--- config.mk ---
export PLATFORM = sky130hd
export DESIGN_NAME = mem_port_arbiter
export DESIGN_NICKNAME = d
export VERILOG_FILES = /design/src/rtl/mem_arb_pkg.sv /design/src/rtl/mem_port_arbiter_rr_arb2.sv /design/src/rtl/mem_port_arbiter.sv
export SDC_FILE = /design/constraint.sdc
export NUM_CORES = 1
export LEC_CHECK = 0
export BUFFER_PORTS_ARGS = -buffer_cell sky130_fd_sc_hd__buf_2
export CAP_MARGIN = 25
export CORE_UTILIZATION = 47
export DETAILED_ROUTE_END_ITERATION = 10
export PLACE_DENSITY = 0.79
export SETUP_SLACK_MARGIN = 0.02
export SLEW_MARGIN = 25
export SYNTH_ARGS = -nofsm -noshare
export SYNTH_HDL_FRONTEND = slang
export SYNTH_SLANG_ARGS = --single-unit
--- constraint.sdc ---
create_clock -name i_clk -period 1.8 [get_ports i_clk]
set_input_delay 0.09 -clock i_clk [delete_from_list [all_inputs] [get_ports i_clk]]
set_output_delay 0.09 -clock i_clk [all_outputs]
set_load 0.05 [all_outputs]
--- src/rtl/mem_arb_pkg.sv ---
// Shared types and constants for the unified-memory port arbiter.
package mem_arb_pkg;

  typedef enum logic [1:0] {
    IDLE   = 2'd0,
    ACCESS = 2'd1,
    WAIT   = 2'd2,
    RESP   = 2'd3
  } state_e;

  // Requester ids; they double as bit positions in the request vector.
  localparam logic PORT_C = 1'b0;
  localparam logic PORT_D = 1'b1;

  // Width of the read-latency counter for a given memory latency.
  function automatic int lat_cnt_w(input int mem_lat);
    return $clog2(mem_lat + 1);
  endfunction

endpackage

--- src/rtl/mem_port_arbiter_rr_arb2.sv ---
// Two-way round-robin picker with its registered last-served pointer.
module rr_arb2
  import mem_arb_pkg::*;
(
  input  logic       i_clk,
  input  logic       i_rst_n,
  input  logic [1:0] i_req,
  input  logic       i_update,
  output logic       o_winner,
  output logic       o_any
);

  logic last_q;
  logic last_d;

  // Pick the only requester, or on a tie the port that was not served last.
  always_comb begin
    o_any    = |i_req;
    o_winner = PORT_C;
    if (i_req == 2'b11) begin
      o_winner = ~last_q;
    end else if (i_req[PORT_D]) begin
      o_winner = PORT_D;
    end
  end

  // Remember the winner whenever an access is actually launched.
  always_comb begin
    last_d = last_q;
    if (i_update && o_any) begin
      last_d = o_winner;
    end
  end

  // Pointer starts at D so C wins the first tie.
  always_ff @(posedge i_clk or negedge i_rst_n) begin
    if (!i_rst_n) begin
      last_q <= PORT_D;
    end else begin
      last_q <= last_d;
    end
  end

endmodule

--- src/rtl/mem_port_arbiter.sv ---
// Serialises ports C and D onto the single-port memory, times the fixed read
// latency and returns read data with a one-cycle valid pulse.
module mem_port_arbiter
  import mem_arb_pkg::*;
#(
  parameter int AW      = 32,
  parameter int DW      = 32,
  parameter int MEM_LAT = 1
) (
  input  logic          i_clk,
  input  logic          i_rst_n,
  input  logic          i_c_req,
  input  logic          i_c_we,
  input  logic [AW-1:0] i_c_addr,
  input  logic [DW-1:0] i_c_wdata,
  input  logic          i_d_req,
  input  logic          i_d_we,
  input  logic [AW-1:0] i_d_addr,
  input  logic [DW-1:0] i_d_wdata,
  output logic          o_c_gnt,
  output logic          o_d_gnt,
  output logic          o_c_rvalid,
  output logic          o_d_rvalid,
  output logic [DW-1:0] o_rdata,
  output logic          o_m_en,
  output logic          o_m_we,
  output logic [AW-1:0] o_m_addr,
  output logic [DW-1:0] o_m_wdata,
  input  logic [DW-1:0] i_m_rdata,
  output logic [1:0]    o_state
);

  localparam int               CNT_W    = lat_cnt_w(MEM_LAT);
  localparam logic [CNT_W-1:0] CNT_LAST = CNT_W'(MEM_LAT - 1);

  state_e           state_q, state_d;
  logic             win_q, win_d;
  logic             we_q, we_d;
  logic [AW-1:0]    addr_q, addr_d;
  logic [DW-1:0]    wdata_q, wdata_d;
  logic [CNT_W-1:0] cnt_q, cnt_d;
  logic [DW-1:0]    rdata_q, rdata_d;

  logic arb_winner;
  logic arb_any;
  logic arb_update;

  rr_arb2 u_arb (
    .i_clk    (i_clk),
    .i_rst_n  (i_rst_n),
    .i_req    ({i_d_req, i_c_req}),
    .i_update (arb_update),
    .o_winner (arb_winner),
    .o_any    (arb_any)
  );

  // Next-state logic: latch the winner in IDLE, then walk ACCESS/WAIT/RESP.
  always_comb begin
    state_d    = state_q;
    win_d      = win_q;
    we_d       = we_q;
    addr_d     = addr_q;
    wdata_d    = wdata_q;
    cnt_d      = cnt_q;
    rdata_d    = rdata_q;
    arb_update = 1'b0;
    case (state_q)
      IDLE: begin
        if (arb_any) begin
          arb_update = 1'b1;
          win_d      = arb_winner;
          we_d       = (arb_winner == PORT_D) ? i_d_we    : i_c_we;
          addr_d     = (arb_winner == PORT_D) ? i_d_addr  : i_c_addr;
          wdata_d    = (arb_winner == PORT_D) ? i_d_wdata : i_c_wdata;
          state_d    = ACCESS;
        end
      end
      ACCESS: begin
        cnt_d   = '0;
        state_d = we_q ? IDLE : WAIT;
      end
      WAIT: begin
        // The memory data is valid on the last WAIT cycle only.
        if (cnt_q == CNT_LAST) begin
          rdata_d = i_m_rdata;
          state_d = RESP;
        end else begin
          cnt_d = cnt_q + CNT_W'(1);
        end
      end
      RESP: begin
        state_d = IDLE;
      end
      default: begin
        state_d = IDLE;
      end
    endcase
  end

  // State and latched request; everything clears on reset, dropping any access.
  always_ff @(posedge i_clk or negedge i_rst_n) begin
    if (!i_rst_n) begin
      state_q <= IDLE;
      win_q   <= PORT_C;
      we_q    <= 1'b0;
      addr_q  <= '0;
      wdata_q <= '0;
      cnt_q   <= '0;
      rdata_q <= '0;
    end else begin
      state_q <= state_d;
      win_q   <= win_d;
      we_q    <= we_d;
      addr_q  <= addr_d;
      wdata_q <= wdata_d;
      cnt_q   <= cnt_d;
      rdata_q <= rdata_d;
    end
  end

  // Outputs decode from registered state so reset clears them immediately.
  always_comb begin
    o_m_en     = 1'b0;
    o_m_we     = 1'b0;
    o_m_addr   = '0;
    o_m_wdata  = '0;
    o_c_gnt    = 1'b0;
    o_d_gnt    = 1'b0;
    o_c_rvalid = 1'b0;
    o_d_rvalid = 1'b0;
    if (state_q == ACCESS) begin
      o_m_en    = 1'b1;
      o_m_we    = we_q;
      o_m_addr  = addr_q;
      o_m_wdata = wdata_q;
      o_c_gnt   = (win_q == PORT_C);
      o_d_gnt   = (win_q == PORT_D);
    end
    if (state_q == RESP) begin
      o_c_rvalid = (win_q == PORT_C);
      o_d_rvalid = (win_q == PORT_D);
    end
  end

  assign o_rdata = rdata_q;
  assign o_state = state_q;

endmodule

* Yosys cells after proc, flatten, opt, wreduce, memory -nomap -nowiden
Cells that the tools add are included.
W data, S select, Z words.
** Storage, ports and cells
- Register bits after elaboration :: 102
- Bits of input ports :: 166
- Output and inout port bits :: 104
- Logic and storage cells :: 46
** Operators by class
- Add/sub/neg operators :: 1
- Eq/ne operators :: 6
- Multiplexer cells :: 21
- Bitwise operators :: 3
- Reduce and logical (&&, ||, !) cells :: 7
** Operators with widths (number)
- $mux W32 :: 4
- $mux W1 :: 12
- $pmux W2 S4 :: 1
- $eq A2 B2 Y1 const B :: 3
- $mux W2 :: 3
- $reduce_and A2 Y1 :: 3
- $not A1 Y1 :: 3
- $eq A2 B1 Y1 const B :: 1
- $logic_not A2 Y1 :: 1
- $ne A2 B1 Y1 const B :: 1
- $ne A2 B2 Y1 const B :: 1
- $pmux W1 S2 :: 1
- $reduce_bool A2 Y1 :: 1
- $reduce_or A2 Y1 :: 1
- $add A1 B1 Y1 const B :: 1
- $logic_and A1 B1 Y1 :: 1

* Depth between registers and ports, before layout
Gate-level depths: netlist of run 1.
- Depth after elaboration :: 4
- Gate-level depth with buffers :: 5
- Mapped depth without buffers :: 3

* Modules after synthesis
From an unflattened synthesis of run 1, not the netlist that was laid out.
** Unflattened totals
- Cells, all modules :: 370
- Area total of the unflattened synthesis :: 5059.9 µm²
** Modules (own cells, without submodules)
- mem_port_arbiter :: instances 1, cells each 365, area an instance 5008.6 µm², sequential area each 2502.4 µm²
- rr_arb2 :: instances 1, cells each 5, area an instance 51.3 µm², sequential area each 26.3 µm²

* Worst setup path before layout of run 1
No wires, ideal clock.
- Kind :: reg2out
- Start point :: register with a tool-made name
- End point :: output o_m_addr[12]
- Arrival time :: 2068 ps
- Required time :: 1710 ps
- Setup slack :: -358 ps
- Stages on the path, launching flop included :: 5
- Buffers on the path :: 1
- Cell sequence :: dfrtp_1 > nand2b_1 > inv_1 > clkbuf_1 > and2_1
** RTL lines
- end: declaration :: RTL line mem_port_arbiter.sv:27 : output logic [AW-1:0] o_m_addr,

==> reports/qor.yml, run 1 <==
status:
  status: "finished clean"
route:
  postRouteAntennaNets: 0
  drt_iter0_drc: 125
  wl_mm: 13.9
  drtPass1Iterations: 4
  post_drt_wl_per_cell_um: 17.0
  post-route-drc-count: 0
  vias_per_cell: 4.95
  routed-via-count: 4043
place:
  post-place-cells: 765
  numPortBuffers: 269
  dpl_cell_area_sq_mm: 0.00699
  dp.final_hpwl_mm: 9.42
  place_congestion: 0.796
clocking:
  cts-buffers-inserted: 9
  clockRootBuffer: "clkbuf_16"
  clock-sinks: 101
  ctsLongestPathBuffers: 2
  htree_num_levels: 3
  clk_pin_slew_ps: 70
  tritoncts: "built"
  clk_latency_ps: 340
grt:
  grt.overflow.total: 0
  grt_max_degree: 56
  antenna_found_initial: 0
  grt_pass1_wl_mm: 20.9
  grtUsageTotal_pct: 23.1
  first_global_vias: 4320
sta:
  fmax_mhz: 566
  finalCritPeriodShare_pct: 98.2
  rsz0062_at_grt: "yes"
  setup_tns_ps: 0
  worstMarginPinSlew_ps: 456
  setup_viol_count_final: 0
  relSlewSlack_pct: 69.6
  period_needed_ps: 1770
  slew_viol_final: 0
  finalHoldViolCount: 0
  hold_slack_ps: 27.1
  clock_skew_ps: 5.75
worst_setup_path:
  ff2ff_path_depth: 4
  path_cells: "nand2b_1 -> inv_2 -> bufbuf_16 -> and2_2 -> buf_6"
  reg2reg_slack_ps: 60
  endpoint_kind: "output pin"
  crit_fanout: 25
  r2r-end: "wdata_q[27]$_DFFE_PN0P_"
  cp_slowest_cell: "dfrtp_2"
  crit_required_ps: 1710
  cp_num_buf_inv: 3
  reg2reg_from: "o_state[0]$_DFFE_PN0P_"
  cp-start-kind: "flop"
  crit_arrival_ps: 1680
  cp_slowest_stage_delay_ps: 400
  crit_type: "flop to output pin"
  critPathTopFamily: "buffers and inverters"
power_and_ir_drop:
  worst_ir_drop_vdd_mv: 1.32
  p_leak_uw: 0.00405
  power_density_mw_per_mm2: 2010
cells_and_area:
  multi_input_area_sq_mm: 0.00277
  regArea_sq_mm: 0.00253
  fillers: 781
  final_area_sq_mm: 0.00790
  instances_no_fill: 817
  layout_common_cells: "203 x buf_2, 100 x mux2_4, 98 x dfrtp_1, 64 x mux2_2, 50 x buf_4"
  diodes: 0
  final_common_cell: "buf_2"
  final_net_count: 838
  drive_above_1_share_pct: 75.2
  syn2layout_area_growth_pct: 45.0
die:
  dieArea_sq_mm: 0.0120
  core_area_sq_mm: 0.0111
  start_util_pct: 49.2
  dieHeight_um: 110
  fp.dieW_um: 110
  num_rows: 38
  pin_count: 270
synthesis:
  seq_area_frac_synth_pct: 46.4
  synth-main-ff-cell: "dfrtp_1"
  async_flop_share_pct: 100
  synth_cells: 370
  ys_ff_latch: 101
  syn-num-nets: 536
  syn_avg_cell_area_sq_um: 14.7
  synth_edf_count: 0
  syn_area_sq_mm: 0.00545
  ys_warn_count: 0
  synth_cell_types: 20
hold_path:
  hold_start: "i_m_rdata[23]"
  hold_depth: 2
  min_path_type: "input port to flop"
  min_to: "o_rdata[23]$_DFFE_PN0N_"
run:
  maxCapViolCount: 0
## how the worst max path moves through the flow
stage	startpoint	end	slack (ps)	cells past startpoint
final	flop	o_m_addr[15]	30	5
after global routing	flop	o_m_addr[11]	-20	5
after CTS	flop	o_m_addr[4]	20	5
after detailed placement	u_arb.last_q$_DFFE_PN1P_	wdata_q[29]$_DFFE_PN0P_	120	4
after global placement	u_arb.last_q$_DFFE_PN1P_	addr_q[5]$_DFFE_PN0P_	150	4
after floorplan	o_state[0]$_DFFE_PN0P_	win_q$_DFFE_PN0P_	110	4
## flip-flops by register name (all words and copies together), names as in the netlist, named ones only
| register | flops |
|---|---|
| we_q | 1 |
| u_arb.last_q | 1 |
| o_state | 1 |
| win_q | 1 |
| addr_q | 32 |
| wdata_q | 32 |
| o_rdata | 32 |
## power breakdown
part / leakage [uW] / internal (uW) / total (uW) / switching, uW
clock: 0.000140 / 963 / 1840 / 882
combinational: 0.00274 / 4080 / 9950 / 5870
sequential: 0.00118 / 3460 / 4080 / 619
## kinds of logic after synthesis
family,count (synthesis),synth area share [%]
compound gates,3,0.413
buf+inv,26,3.81
flops,101,46.4
mux,164,40.8
simple gates,76,8.55
## synthesized netlist by cell type (all sizes together), types with 2 or more instances
library cell	instances	area (sq um)
buf	17	174
nor3	2	15.0
nand2b	2	12.5
nor2	4	15.0
clkbuf	8	30.0
and2	66	413
mux2	164	2220
dfrtp	100	2500
## through the flow
step | util [%] | total power (uW) | setup WS [ps]
5_1_grt | 71.3 | 16600 | -19.4
3_5_place_dp | 63.1 | 13200 | 119
2_1_floorplan | - | 11300 | 109
4_1_cts | 70.5 | 15700 | 20.5
6_report | 71.3 | 15900 | 33.3
3_3_place_gp | 63.1 | 13000 | 151
## cell type report
class                      instances  area share, %
sequential                       101           32.0
tap                              140           2.22
clock buffer                       9           2.85
clock inverter                     7          0.729
multi-input combinational        243           35.1
inverter                           1         0.0475
timing repair buffer             316           27.0
## metal layers
metal / vias up / GRT usage, % / part of all wire (%)
met5: - / 0 / 0
met4: 0 / 8.86 / 1.7
met3: 17 / 3.56 / 5.2
met2: 159 / 45.1 / 55
met1: 1987 / 24.7 / 38
li1: 1880 / - / -
## repair_timing
action,4_1_cts,5_1_grt
endpoints found under the hold margin,62,0
gates cloned,1,0
buffers inserted,3,0
setup endpoints to repair,66,25
resized for setup,67,23
hold buffers,32,0
No activity file was read; power rests on OpenSTA's default activity.
==> run 2: changes to the inputs <==
- CORE_UTILIZATION: 47 -> 45
- PLACE_DENSITY: 0.79 -> 0.77
- SYNTH_HIERARCHICAL: default -> 1
==> reports/qor.yml, run 2 <==
status:
  status: "finished clean"
cells_and_area:
  regArea_sq_mm: 0.00253
  diodes: 0
  layout_common_cells: "202 x buf_2, 154 x mux2_2, 98 x dfrtp_1, 39 x and2_2"
  final_common_cell: "buf_2"
  final_area_sq_mm: 0.00757
  fillers: 762
  drive_above_1_share_pct: 75.1
  syn2layout_area_growth_pct: 49.5
  multi_input_area_sq_mm: 0.00244
  final_net_count: 840
power_and_ir_drop:
  p_leak_uw: 0.00365
  power_density_mw_per_mm2: 1980
  worst_ir_drop_vdd_mv: 1.37
place:
  dpl_cell_area_sq_mm: 0.00665
  numPortBuffers: 269
  dp.final_hpwl_mm: 9.09
  place_congestion: 0.734
synthesis:
  seq_area_frac_synth_pct: 50.0
  synth-main-ff-cell: "dfrtp_1"
  ys_top_cells_by_count: "154 x mux2_2, 100 x dfrtp_1, 66 x and2_1, 9 x buf_2, 9 x mux2_4"
  ys_ff_latch: 101
  netlist.area_leader.share_pct: 49.5
  synth_top_cells_by_area: "dfrtp_1 49%, mux2_2 34%, and2_1 8.2%"
  syn_avg_cell_area_sq_um: 13.7
  async_flop_share_pct: 100
  ys_warn_count: 6
  netlist.top_cell.by_area: "dfrtp_1"
  synth_cell_types: 20
  syn-num-nets: 536
  synth.most_common_cell: "mux2_2"
  synth_cells: 370
  syn_area_sq_mm: 0.00506
  synth_edf_count: 0
route:
  post_drt_wl_per_cell_um: 16.4
  wl_mm: 13.4
  post-route-drc-count: 0
  routed-via-count: 4058
  postRouteAntennaNets: 0
  vias_per_cell: 4.95
  drtPass1Iterations: 4
  drt_iter0_drc: 120
worst_setup_path:
  crit_fanout: 43
  crit_type: "flop to flop"
  cp-start-kind: "flop"
  endpoint_kind: "flop"
  crit_arrival_ps: 1980
  crit_required_ps: 2040
sta:
  fmax_mhz: 577
  clock_skew_ps: 11.0
  worstMarginPinSlew_ps: 444
  setup_tns_ps: 0
  period_needed_ps: 1730
  finalCritPeriodShare_pct: 96.2
  slew_viol_final: 0
  finalHoldViolCount: 0
  relSlewSlack_pct: 70.4
  setup_viol_count_final: 0
  rsz0062_at_grt: "yes"
grt:
  grt_max_degree: 54
  antenna_found_initial: 0
  grtUsageTotal_pct: 23.4
  first_global_vias: 4205
  grt_pass1_wl_mm: 20.5
  grt.overflow.total: 0
hold_path:
  min_path_type: "input port to flop"
die:
  dieArea_sq_mm: 0.0117
  core_area_sq_mm: 0.0109
  num_rows: 38
  dieHeight_um: 108
  start_util_pct: 46.5
  fp.dieW_um: 108
  pin_count: 270
clocking:
  clk_latency_ps: 370
  clockRootBuffer: "clkbuf_8"
  clock-sinks: 101
  htree_num_levels: 3
  tritoncts: "built"
  clk_pin_slew_ps: 110
  cts-buffers-inserted: 9
  ctsLongestPathBuffers: 2
run:
  maxCapViolCount: 0
## run 2: cell count changes in the layout (fill, tap and decap cells not counted), moves of 9 or more
| cell | delta |
|---|---|
| clkbuf_16 | -9 |
| mux2_4 | -91 |
| mux2_2 | +90 |
| buf_4 | -14 |
| buf_6 | +12 |
| clkbuf_8 | +9 |
## run 2: power by group
part,leakage [uW],switching (uW),internal [uW]
logic,0.00238,5790,3820
registers,0.00118,575,3450
clock network,0.0000934,825,531
## run 2: kinds of logic (layout without fill, tap and decap cells)
family                 count (synthesis)  in the layout  synth area share (%)
and+or+nand+nor                       76             76                  9.27
DFF                                  101            101                  50.0
AOI/OAI and AO/OA                      4              4                 0.470
muxes                                163            163                  36.9
buffers and inverters                 26            335                  3.34
## run 2: cell type report
| class | instances | area share [%] |
|---|---|---|
| flip-flops and latches | 101 | 33.5 |
| multi-input cells | 243 | 32.3 |
| repair buffers | 318 | 29.5 |
| well taps | 140 | 2.32 |
| clock buffers | 10 | 1.69 |
| clock inverters | 6 | 0.728 |
| inverters | 1 | 0.0496 |
## run 2: through the flow
stage / cells / setup WS [ps] / hold slack (ps) / power [uW] / util, %
6_report: 819 / 67.5 / 69.9 / 15000 / 69.5
5_1_grt: 819 / 13.7 / 55.9 / 15700 / 69.5
4_1_cts: 819 / 8.75 / 49.6 / 15000 / 69.2
3_5_place_dp: 764 / 168 / 65.7 / 12700 / 61.1
3_3_place_gp: 764 / 214 / 63.1 / 12500 / 61.1
2_1_floorplan: 370 / 52.5 / -206 / 10700 / -
## run 2: final timing paths
kind	startpoint	end	slack [ps]	depth (start not counted)
setup reg to reg	o_state[0]$_DFFE_PN0P_	wdata_q[11]$_DFFE_PN0P_	70	4
max in group asynchronous	i_rst_n	u_arb/last_q$_DFFE_PN1P_	920	3
setup / recovery	o_state[0]$_DFFE_PN0P_	wdata_q[11]$_DFFE_PN0P_	70	4
min in group asynchronous	i_rst_n	wdata_q[4]$_DFFE_PN0P_	200	2
hold / removal	i_d_addr[28]	addr_q[28]$_DFFE_PN0P_	70	3
hold reg to reg	we_q$_DFFE_PN0P_	flop	490	1
## run 2: what timing repair did
| item | CTS | global route |
|---|---|---|
| endpoints found under the setup margin | 67 | 66 |
| endpoints found under the hold margin | 65 | 0 |
| gates cloned | 1 | 0 |
| setup buffers | 3 | 0 |
| hold buffers | 35 | 0 |
| gates resized for setup | 102 | 7 |
## run 2: metal layers
metal	share of wire, %	global-route usage (%)
met4	3.1	11.7
met1	36	25.2
met3	5.6	4.28
met5	0	0
met2	55	43.6
## run 2: worst max-delay path: stages (launching register included)
cell and delay [ps]:
dfrtp_2 440, buf_4 170, nor3b_4 320, buf_12 290
mux2_2 380
==> run 3: changes to the inputs <==
- clock period: 1.8 -> 1.9 ns (I/O delays scaled with it)
==> reports/qor.yml, run 3 (synthesis gave the netlist of run 2 again) <==
sta:
  slew_viol_final: 0
  clock_skew_ps: 8.68
  setup_tns_ps: 0
  setup_viol_count_final: 0
  rsz0062_at_grt: "no"
  worstMarginPinSlew_ps: 504
  finalHoldViolCount: 0
  finalCritPeriodShare_pct: 95.1
  period_needed_ps: 1810
  fmax_mhz: 554
  relSlewSlack_pct: 66.4
cells_and_area:
  fillers: 791
  final_common_cell: "buf_2"
  diodes: 0
  regArea_sq_mm: 0.00253
  multi_input_area_sq_mm: 0.00238
  syn2layout_area_growth_pct: 45.5
  final_net_count: 840
  layout_common_cells: "202 x buf_2, 154 x mux2_2, 98 x dfrtp_1, 66 x and2_1, 40 x clkbuf_4"
  drive_above_1_share_pct: 68.8
  fin_util_pct: 67.6
clocking:
  htree_num_levels: 3
  ctsLongestPathBuffers: 2
  clk_latency_ps: 350
  clockRootBuffer: "clkbuf_8"
  tritoncts: "built"
  clock-sinks: 101
  clk_pin_slew_ps: 110
  cts-buffers-inserted: 9
place:
  place_congestion: 0.755
  dp.final_hpwl_mm: 8.56
  numPortBuffers: 269
die:
  dieArea_sq_mm: 0.0117
  pin_count: 270
  fp.dieW_um: 108
  core_area_sq_mm: 0.0109
  num_rows: 38
  dieHeight_um: 108
  start_util_pct: 46.5
grt:
  grt_pass1_wl_mm: 19.1
  first_global_vias: 3974
  antenna_found_initial: 0
  grt_max_degree: 54
  grt.overflow.total: 0
  grtUsageTotal_pct: 21.1
worst_setup_path:
  cp_slowest_cell: "dfrtp_2"
  crit_type: "flop to output pin"
  cp_num_buf_inv: 3
  crit_fanout: 26
  path_cells: "nand2b_1 -> inv_2 -> bufbuf_16 -> and2_1 -> clkbuf_4"
  crit_arrival_ps: 1710
  crit_required_ps: 1800
  cp_slowest_stage_delay_ps: 410
  endpoint_kind: "output pin"
  cp-start-kind: "flop"
  critPathTopFamily: "buffers and inverters"
power_and_ir_drop:
  power_density_mw_per_mm2: 1870
  worst_ir_drop_vdd_mv: 1.34
  p_leak_uw: 0.00355
route:
  drt_iter0_drc: 147
  drtPass1Iterations: 4
  postRouteAntennaNets: 0
  vias_per_cell: 4.82
  post-route-drc-count: 0
  post_drt_wl_per_cell_um: 15.3
  routed-via-count: 3947
  wl_mm: 12.5
hold_path:
  min_path_type: "input port to flop"
status:
  status: "finished clean"
run:
  maxCapViolCount: 0
## run 3: cell types whose count changed in the layout (fill, tap and decap cells not counted), sizes merged
cell | previous run | this run
inv | 4 | 3
clkbuf | 10 | 50
bufinv | 0 | 1
buf | 282 | 242
clkinv | 3 | 1
clkinvlp | 0 | 2
## run 3: per-stage QoR
step	hold WS (ps)	power [uW]	std cells	worst slack, ps	instance area, sq um
after detailed placement	102	11800	763	239	6570
final	97.3	13700	819	93.8	7360
after floorplan	-201	10000	370	28.7	5060
after global routing	77.9	14400	819	11.1	7360
after CTS	70.1	13500	818	25.1	7200
after global placement	104	11700	763	292	6570
## run 3: cell type report
type / instances / area share [%]
inverters: 1 / 0.0510
repair buffers: 318 / 28.2
clock inverters: 6 / 0.968
flip-flops and latches: 101 / 34.4
multi-input cells: 243 / 32.3
well taps: 140 / 2.38
clock buffers: 10 / 1.73
## run 3: final timing paths
kind / to / depth (start not counted) / slack [ps] / from
max: o_m_addr[8] / 5 / 90 / flop
min: addr_q[23]$_DFFE_PN0P_ / 3 / 100 / i_d_addr[23]
max reg2reg: wdata_q[8]$_DFFE_PN0P_ / 4 / 220 / flop
min reg2reg: flop / 1 / 490 / we_q$_DFFE_PN0P_
max in group asynchronous: u_arb/last_q$_DFFE_PN1P_ / 3 / 990 / i_rst_n
min in group asynchronous: wdata_q[6]$_DFFE_PN0P_ / 2 / 240 / i_rst_n
## run 3: power by group
part	leakage, uW	switching [uW]	total, uW	internal, uW
Sequential	0.00118	521	3790	3270
Clock	0.0000935	758	1380	622
Combinational	0.00228	5350	8570	3220
## run 3: timing repair
item                       CTS  global route
buffers inserted             3             1
hold endpoints to repair    70             0
setup endpoints to repair   55            61
gates cloned                 1             0
hold buffers                35             0
resized for setup           13            78
## run 3: worst register-to-register path, cell delays in order, from the launching register on
cell	delay, ps
dfrtp_2	410
buf_4	160
nor3b_4	230
buf_4	370
mux2_2	390
## run 3: layer usage
metal | track usage [%] | wire length, um | vias up
li1 | - | - | 1889
met1 | 25.2 | 4980 | 1898
met2 | 38.0 | 6690 | 147
met3 | 3.74 | 682 | 13
met4 | 7.05 | 196 | 0
met5 | 0 | 0 | -
